`src/rtl/avalon_mm_pkg.sv`:
```
// Avalon-MM master shared types.
// FSM states, error codes, default widths.
package avalon_mm_pkg;

  localparam int ADDR_W_DEF  = 32;
  localparam int DATA_W_DEF  = 32;
  localparam int TIMEOUT_DEF = 1024;

  typedef enum logic [1:0] {
    IDLE,
    BUS,
    RESP
  } state_e;

  typedef enum logic [1:0] {
    ERR_NONE,
    ERR_TIMEOUT,
    ERR_BYTEEN
  } err_e;

endpackage

```
`src/rtl/avalon_mm_master_timeout.sv`:
```
// Saturating stall counter for the Avalon-MM master.
// Pulses expired while enabled at LIMIT-1.
module bus_timeout_counter
  import avalon_mm_pkg::*;
#(
  parameter int LIMIT = TIMEOUT_DEF
) (
  input  logic clock,
  input  logic resetn,
  input  logic clear,
  input  logic enable,
  output logic expired
);

  localparam int CW = $clog2(LIMIT) + 1;
  localparam logic [CW-1:0] LAST = CW'(LIMIT - 1);

  logic [CW-1:0] cnt_q, cnt_d;

  // count stalled cycles, hold at LAST
  always_comb begin
    cnt_d = cnt_q;
    if (clear) begin
      cnt_d = '0;
    end else if (enable && cnt_q < LAST) begin
      cnt_d = cnt_q + CW'(1);
    end
  end

  // counter register
  always_ff @(posedge clock) begin
    if (!resetn) begin
      cnt_q <= '0;
    end else begin
      cnt_q <= cnt_d;
    end
  end

  assign expired = enable && !clear && (cnt_q >= LAST);

endmodule

```
`src/rtl/avalon_mm_master.sv`:
```
// Single-outstanding Avalon-MM master.
// Load/store port in, one bus transfer out.
module avalon_mm_master
  import avalon_mm_pkg::*;
#(
  parameter int ADDR_W  = ADDR_W_DEF,
  parameter int DATA_W  = DATA_W_DEF,
  parameter int TIMEOUT = TIMEOUT_DEF
) (
  input  logic                clock,
  input  logic                resetn,
  input  logic                req_valid,
  output logic                req_ready,
  input  logic                req_write,
  input  logic [ADDR_W-1:0]   req_addr,
  input  logic [DATA_W-1:0]   req_wdata,
  input  logic [DATA_W/8-1:0] req_byteen,
  output logic                resp_valid,
  output logic [DATA_W-1:0]   resp_rdata,
  output logic                resp_err,
  output logic [ADDR_W-1:0]   avm_address,
  output logic                avm_read,
  output logic                avm_write,
  output logic [DATA_W-1:0]   avm_writedata,
  output logic [DATA_W/8-1:0] avm_byteenable,
  input  logic [DATA_W-1:0]   avm_readdata,
  input  logic                avm_waitrequest
);

  localparam int BW = DATA_W / 8;

  state_e            state_q, state_d;
  err_e              err_q, err_d;
  logic              write_q, write_d;
  logic [ADDR_W-1:0] addr_q, addr_d;
  logic [DATA_W-1:0] wdata_q, wdata_d;
  logic [BW-1:0]     be_q, be_d;
  logic [DATA_W-1:0] rdata_q, rdata_d;
  logic              expired;

  bus_timeout_counter #(
    .LIMIT (TIMEOUT)
  ) u_tmo (
    .clock   (clock),
    .resetn  (resetn),
    .clear   (state_q != BUS),
    .enable  (state_q == BUS && avm_waitrequest),
    .expired (expired)
  );

  // next state, request latch, response capture
  always_comb begin
    state_d = state_q;
    err_d   = err_q;
    write_d = write_q;
    addr_d  = addr_q;
    wdata_d = wdata_q;
    be_d    = be_q;
    rdata_d = rdata_q;
    unique case (state_q)
      IDLE: begin
        if (req_valid) begin
          write_d = req_write;
          addr_d  = req_addr;
          wdata_d = req_wdata;
          be_d    = req_byteen;
          if (req_byteen == '0) begin
            state_d = RESP;
            err_d   = ERR_BYTEEN;
            rdata_d = '0;
          end else begin
            state_d = BUS;
            err_d   = ERR_NONE;
          end
        end
      end
      BUS: begin
        if (!avm_waitrequest) begin
          state_d = RESP;
          err_d   = ERR_NONE;
          rdata_d = write_q ? '0 : avm_readdata;
        end else if (expired) begin
          state_d = RESP;
          err_d   = ERR_TIMEOUT;
          rdata_d = '0;
        end
      end
      RESP: state_d = IDLE;
      default: state_d = IDLE;
    endcase
  end

  // state and datapath registers
  always_ff @(posedge clock) begin
    if (!resetn) begin
      state_q <= IDLE;
      err_q   <= ERR_NONE;
      write_q <= 1'b0;
      addr_q  <= '0;
      wdata_q <= '0;
      be_q    <= '0;
      rdata_q <= '0;
    end else begin
      state_q <= state_d;
      err_q   <= err_d;
      write_q <= write_d;
      addr_q  <= addr_d;
      wdata_q <= wdata_d;
      be_q    <= be_d;
      rdata_q <= rdata_d;
    end
  end

  assign req_ready      = (state_q == IDLE);
  assign avm_read       = (state_q == BUS) && !write_q;
  assign avm_write      = (state_q == BUS) && write_q;
  assign avm_address    = addr_q;
  assign avm_writedata  = wdata_q;
  assign avm_byteenable = be_q;
  assign resp_valid     = (state_q == RESP);
  assign resp_err       = (state_q == RESP) && (err_q != ERR_NONE);
  assign resp_rdata     = rdata_q;

endmodule

```
`config.mk`:
```
export PLATFORM = sky130hd
export DESIGN_NAME = avalon_mm_master
export DESIGN_NICKNAME = d
export VERILOG_FILES = /design/src/rtl/avalon_mm_pkg.sv /design/src/rtl/avalon_mm_master_timeout.sv /design/src/rtl/avalon_mm_master.sv
export SDC_FILE = /design/constraint.sdc
export NUM_CORES = 1
export LEC_CHECK = 0
export CAP_MARGIN = 10
export CORE_ASPECT_RATIO = 1.4
export CORE_MARGIN = 2
export CORE_UTILIZATION = 30
export DETAILED_ROUTE_END_ITERATION = 6
export DONT_BUFFER_PORTS = 1
export PLACE_DENSITY = 0.52
export SLEW_MARGIN = 20
export SYNTH_ARGS = -nofsm -noshare
export SYNTH_HDL_FRONTEND = slang
export SYNTH_SLANG_ARGS = --single-unit
```
`constraint.sdc`:
```
create_clock -name clock -period 1.95 [get_ports clock]
set_input_delay 0.39 -clock clock [delete_from_list [all_inputs] [get_ports clock]]
set_output_delay 0.39 -clock clock [all_outputs]
set_load 0.05 [all_outputs]
```
-- After elaboration in Yosys (flattened, before gate mapping)
Index checks and enable logic that the tools add are counted.
- bitwise gates (word level): 1
- $add $sub $neg: 1
- mux-type cells: 16
- reduce and logical (&&, ||, !) cells: 18
- equal/unequal tests: 6
- magnitude comparators: 2
- operator list (cell ; count):
    32-bit two-way mux ; 5
    32-bit case mux with 2 select lines ; 1
    2-bit two-way mux ; 8
    11-bit by 1-bit adder with 11-bit output, second input constant ; 1
    11-bit by 10-bit >= comparator with 1-bit output, second input constant ; 1
    11-bit by 10-bit < comparator with 1-bit output, second input constant ; 1
    2-bit case mux with 2 select lines ; 2
    1-bit logical AND ; 7
    4-bit logical NOT ; 1
    2-bit by 1-bit != test with 1-bit output, second input constant ; 2
    2-bit AND reduction ; 2
    4-bit AND reduction ; 1
    2-bit nonzero test ; 2
    3-bit != test, second input constant ; 1
    3-bit AND reduction ; 1
    2-bit by 1-bit == test with 1-bit output, second input constant ; 1
    2-bit == test, second input constant ; 1
    1-bit logical NOT ; 2
    2-bit logical NOT ; 1
    2-bit != test, second input constant ; 1
    2-bit OR reduction ; 1
    1-bit NOT ; 1
- bits in registers: 116
- output and inout bits: 105
- logic and storage cells: 52
- bits of input ports: 105

-- Depth between registers and ports, before layout
- depth in word-level cells: 7
- gate-level depth with buffers: 6
- depth with buffers taken out: 5

-- Cells and area by module
From an unflattened synthesis, not the netlist that was laid out.
- cell total of the unflattened synthesis: 474
- area total of the unflattened synthesis: 4494.3 um^2
- by module, submodules not included (module ; sequential area each (um^2) ; cells each ; times used ; area each (um^2)):
    avalon_mm_master ; 2102.0 ; 409 ; 1 ; 3943.8
    bus_timeout_counter ; 220.2 ; 65 ; 1 ; 550.5

-- Least setup slack after synthesis
Ideal clock, no wire load.
- path kind: register to output
- start: register state_q[0]
- end: output resp_err
- setup slack: -0.157 ns
- required time: 1.560 ns
- arrival: 1.717 ns
- cell stages (with the launch flop): 4
- path buffers: 1
- cells stage by stage: dfxtp_1 > buf_4 > nor2b_1 > o21a_1
- longest elaborated chain between the ends: 2
- ends and longest elaborated chain (item ; RTL line ; text):
    start: declaration ; avalon_mm_master.sv:32 ; state_e state_q, state_d;
    start signal: assignment ; avalon_mm_master.sv:104 ; state_q <= state_d;
    2-bit == test ; - ;
    via resp_valid ; avalon_mm_master.sv:18 ; output logic resp_valid,
    1-bit logical AND ; avalon_mm_master.sv:121 ; assign resp_err = (state_q == RESP) && (err_q != ERR_NONE);
    end: declaration ; avalon_mm_master.sv:20 ; output logic resp_err,
The timed path passes the listed nets, and every way through them passes these cells.

-- Final worst setup path
- start: register state_q[0]
- end: output avm_read
- longest elaborated chain between the ends: 2
- ends and longest elaborated chain (item ; RTL line ; text):
    2-bit by 1-bit == test with 1-bit output ; avalon_mm_master.sv:115 ; assign avm_read = (state_q == BUS) && !write_q;
    1-bit logical AND ; avalon_mm_master.sv:115 ;
    end: declaration ; avalon_mm_master.sv:22 ; output logic avm_read,
No other way between the ends.

==> metrics.txt <==
EDFF count, synth 0; Async SR Flop Fraction 0%; net count after synthesis 569; DIE HEIGHT around 140 microns; worst path arrival time around 1.4 ns; status completed; post-synth top area cell dfxtp_1; mean routed wirelength per cell approximately 16 microns; fmax ~570 MHz; Startpoint Class flip-flop; Final setup viols 0; Area Overhead vs Synth 21.49%; area fraction in compound gates after synthesis ~20%; Ys Warns 0; RSZ-0062 raised after global routing false; worst-path fanout max 12; Ports between 200 and 250; Sink Count roughly 120; multiplexer share of the synthesized area 0%; Antenna Cells 0; largest family of logic cells by synthesized area compound AO/OA/AOI/OAI gates; vias in the first global route 3231; total congestion overflow 0; clock tree buffer depth 2; top post-synthesis cells by area dfxtp_1 56%, nand2_1 13%, a21oi_1 9.1%; worst vdd ir ~0.7 mV; post-synthesis simple-gate area fraction 19.51%; Post-DRT Antenna Nets 0; FF+latch count, synth around 120; most common cell in the netlist nand2_1; gpl congestion between 0.8 and 0.9; ratio of final minimum period to clock period 89.38%; Fin. Hold Viols 0; Adder-Cell Fraction of Synth Area 0.3006%; Vias per Instance ~5; Yosys cell types 44; core area 13450 sq um; initial drt markers 189; clock skew around 0.008 ns; WP data required between 1.5 and 2 ns; ordered list of cells on the worst path nor3b_2 > buf_4; slowest stage delay, CP ~0.45 ns; clk slew on worst S/H paths about 0.06 ns; Post-synth top cells 143 x nand2_1, 116 x dfxtp_1, 76 x a21oi_1, 32 x a22o_1, 12 x buf_2; HPWL Detailed 7473 microns; predominant post-synthesis flop cell dfxtp_1; CTS tree yes; nets roughly 570; global-route wire length before repair 16450 microns; Die X about 100 microns; TritonCTS Buffers 17; Post-CTS Hold Fix Bufs 0; setup slack at placement 0.2487 ns; Via Count around 3300; Final min period 1.743 ns; layout cells sized above 1 13.10%; XOR/XNOR Fraction of Synth Area less than 1%; Cell Pwr Density around 1400 nW/um^2; MaxCap Viol Count 0; DRC viols 0; PnR worst setup slack just over 0.2 ns; Avg Inst Size Synth 8.991 sq um; Slew Limit Fails 0; full die area 14850 sq um; H-tree Lvls 4; critical path capture point type output port; WS Path Type reg -> out; CP bufs+invs 1; Slew HR 49.33%; top-area cell type share of the netlist area 55.79%; setup_tns 0 ns; Hold Crit Class in -> reg; first-pass detailed-route iteration total 5; Starting Density just over 30%; Leak between 1.5 and 2 nW; All-Layer GR Usage 14.16%; pin count of the biggest net entering global routing between 70 and 80; WL final between 10000 and 15000 microns; cell row count 50; Mapped Area about 4200 sq um; Slew @ Worst Pin around 0.76 ns; clk_lat worst skew slightly above 0.4 ns; slowest cell on the critical path dfxtp_2; Post-Synthesis Cells 463; critical path's top delay family flip-flops; CTS root buf clkbuf_16; initial antenna violation count 0; PortBufs 0; sequential area share after synthesis 55.79%
-- cells in the final DEF, fill, tap and decap left out, drive strengths merged, types with 2 or more instances in the layout --
cell type / n
nand2: 143
dfxtp: 116
a21oi: 77
a22o: 32
clkbuf: 21
buf: 15
nand3: 7
nor2: 7
and3: 5
o21ai: 5
or3: 4
bufinv: 4
inv: 4
a31oi: 3
clkinvlp: 3
nor3: 3
clkinv: 3
o21a: 2
and3b: 2
nor4: 2
xnor2: 2
a211oi: 2
nor3b: 2
-- state kept, by name, indices dropped and copies added (netlist names) --
register / cells
avm_address: 32
avm_byteenable: 4
avm_writedata: 32
err_q: 2
resp_rdata: 32
state_q: 2
u_tmo.cnt_q: 11
write_q: 1
-- where the power goes --
group	switching (mW)	internal, mW
logic	0.295	0.170
registers	0.588	2.52
clock network	1.10	2.24
-- worst register-to-register path: stages, from the launching register on --
cell     delay, ns
dfxtp_1       0.39
ha_1          0.19
a21oi_1       0.08
o41ai_4       0.39
a21oi_2       0.09
buf_4         0.24
a22o_1        0.22
-- kinds of logic after synthesis --
family | count (synthesis)
adder cells (fa/ha/maj) | 1
AO/OA/AOI/OAI | 129
XOR/XNOR | 2
buffers and inverters | 32
flip-flops | 116
AND/OR/NAND/NOR | 183
-- worst paths after layout --
check,startpoint,to,slack (ns),cells past startpoint
max,state_q[0],avm_read,0.21,2
min,req_addr[25],avm_address[25],0.11,2
max reg2reg,u_tmo.cnt_q[0],resp_rdata[15],0.24,6
min reg2reg,u_tmo.cnt_q[9],u_tmo.cnt_q[9],0.51,2
-- repair_timing --
action | 4_1_cts | 5_1_grt
setup endpoints to repair | 0 | 2
resized for setup | 0 | 2
endpoints found under the hold margin | 0 | 0
buffers inserted | 0 | 0
-- routing by layer --
layer  up-vias  share of wire (%)  GRT usage [%]
met4         0                1.1          5.690
met3         9                 11          7.710
li1       1607                  -              -
met2       172                 51          24.64
met5         -                  0              0
met1      1532                 37          14.22
-- layout make-up --
type	instances	area, sq um
fillers	1334	8393
clock buffers	21	470.5
well taps	182	227.7
inverters	3	11.26
flip-flops and latches	116	2325
clock inverters	11	173.9
repair buffers	15	150.1
multi-input cells	315	1699
-- per-stage QoR --
step                      hold WS (ns)  util, %  power (mW)  area [sq um]  cells
final                           0.1108    37.60       6.919          5057    663
after global placement          0.4715    32.79       3.611          4410    631
after CTS                      0.08912    37.58       7.019          5055    663
after floorplan                 0.4522        -       3.494          4173    463
after detailed placement        0.4872    32.79       3.630          4410    631
after global routing           0.09022    37.60       7.178          5057    663
Note: power is estimated with default switching activity, not from simulation.
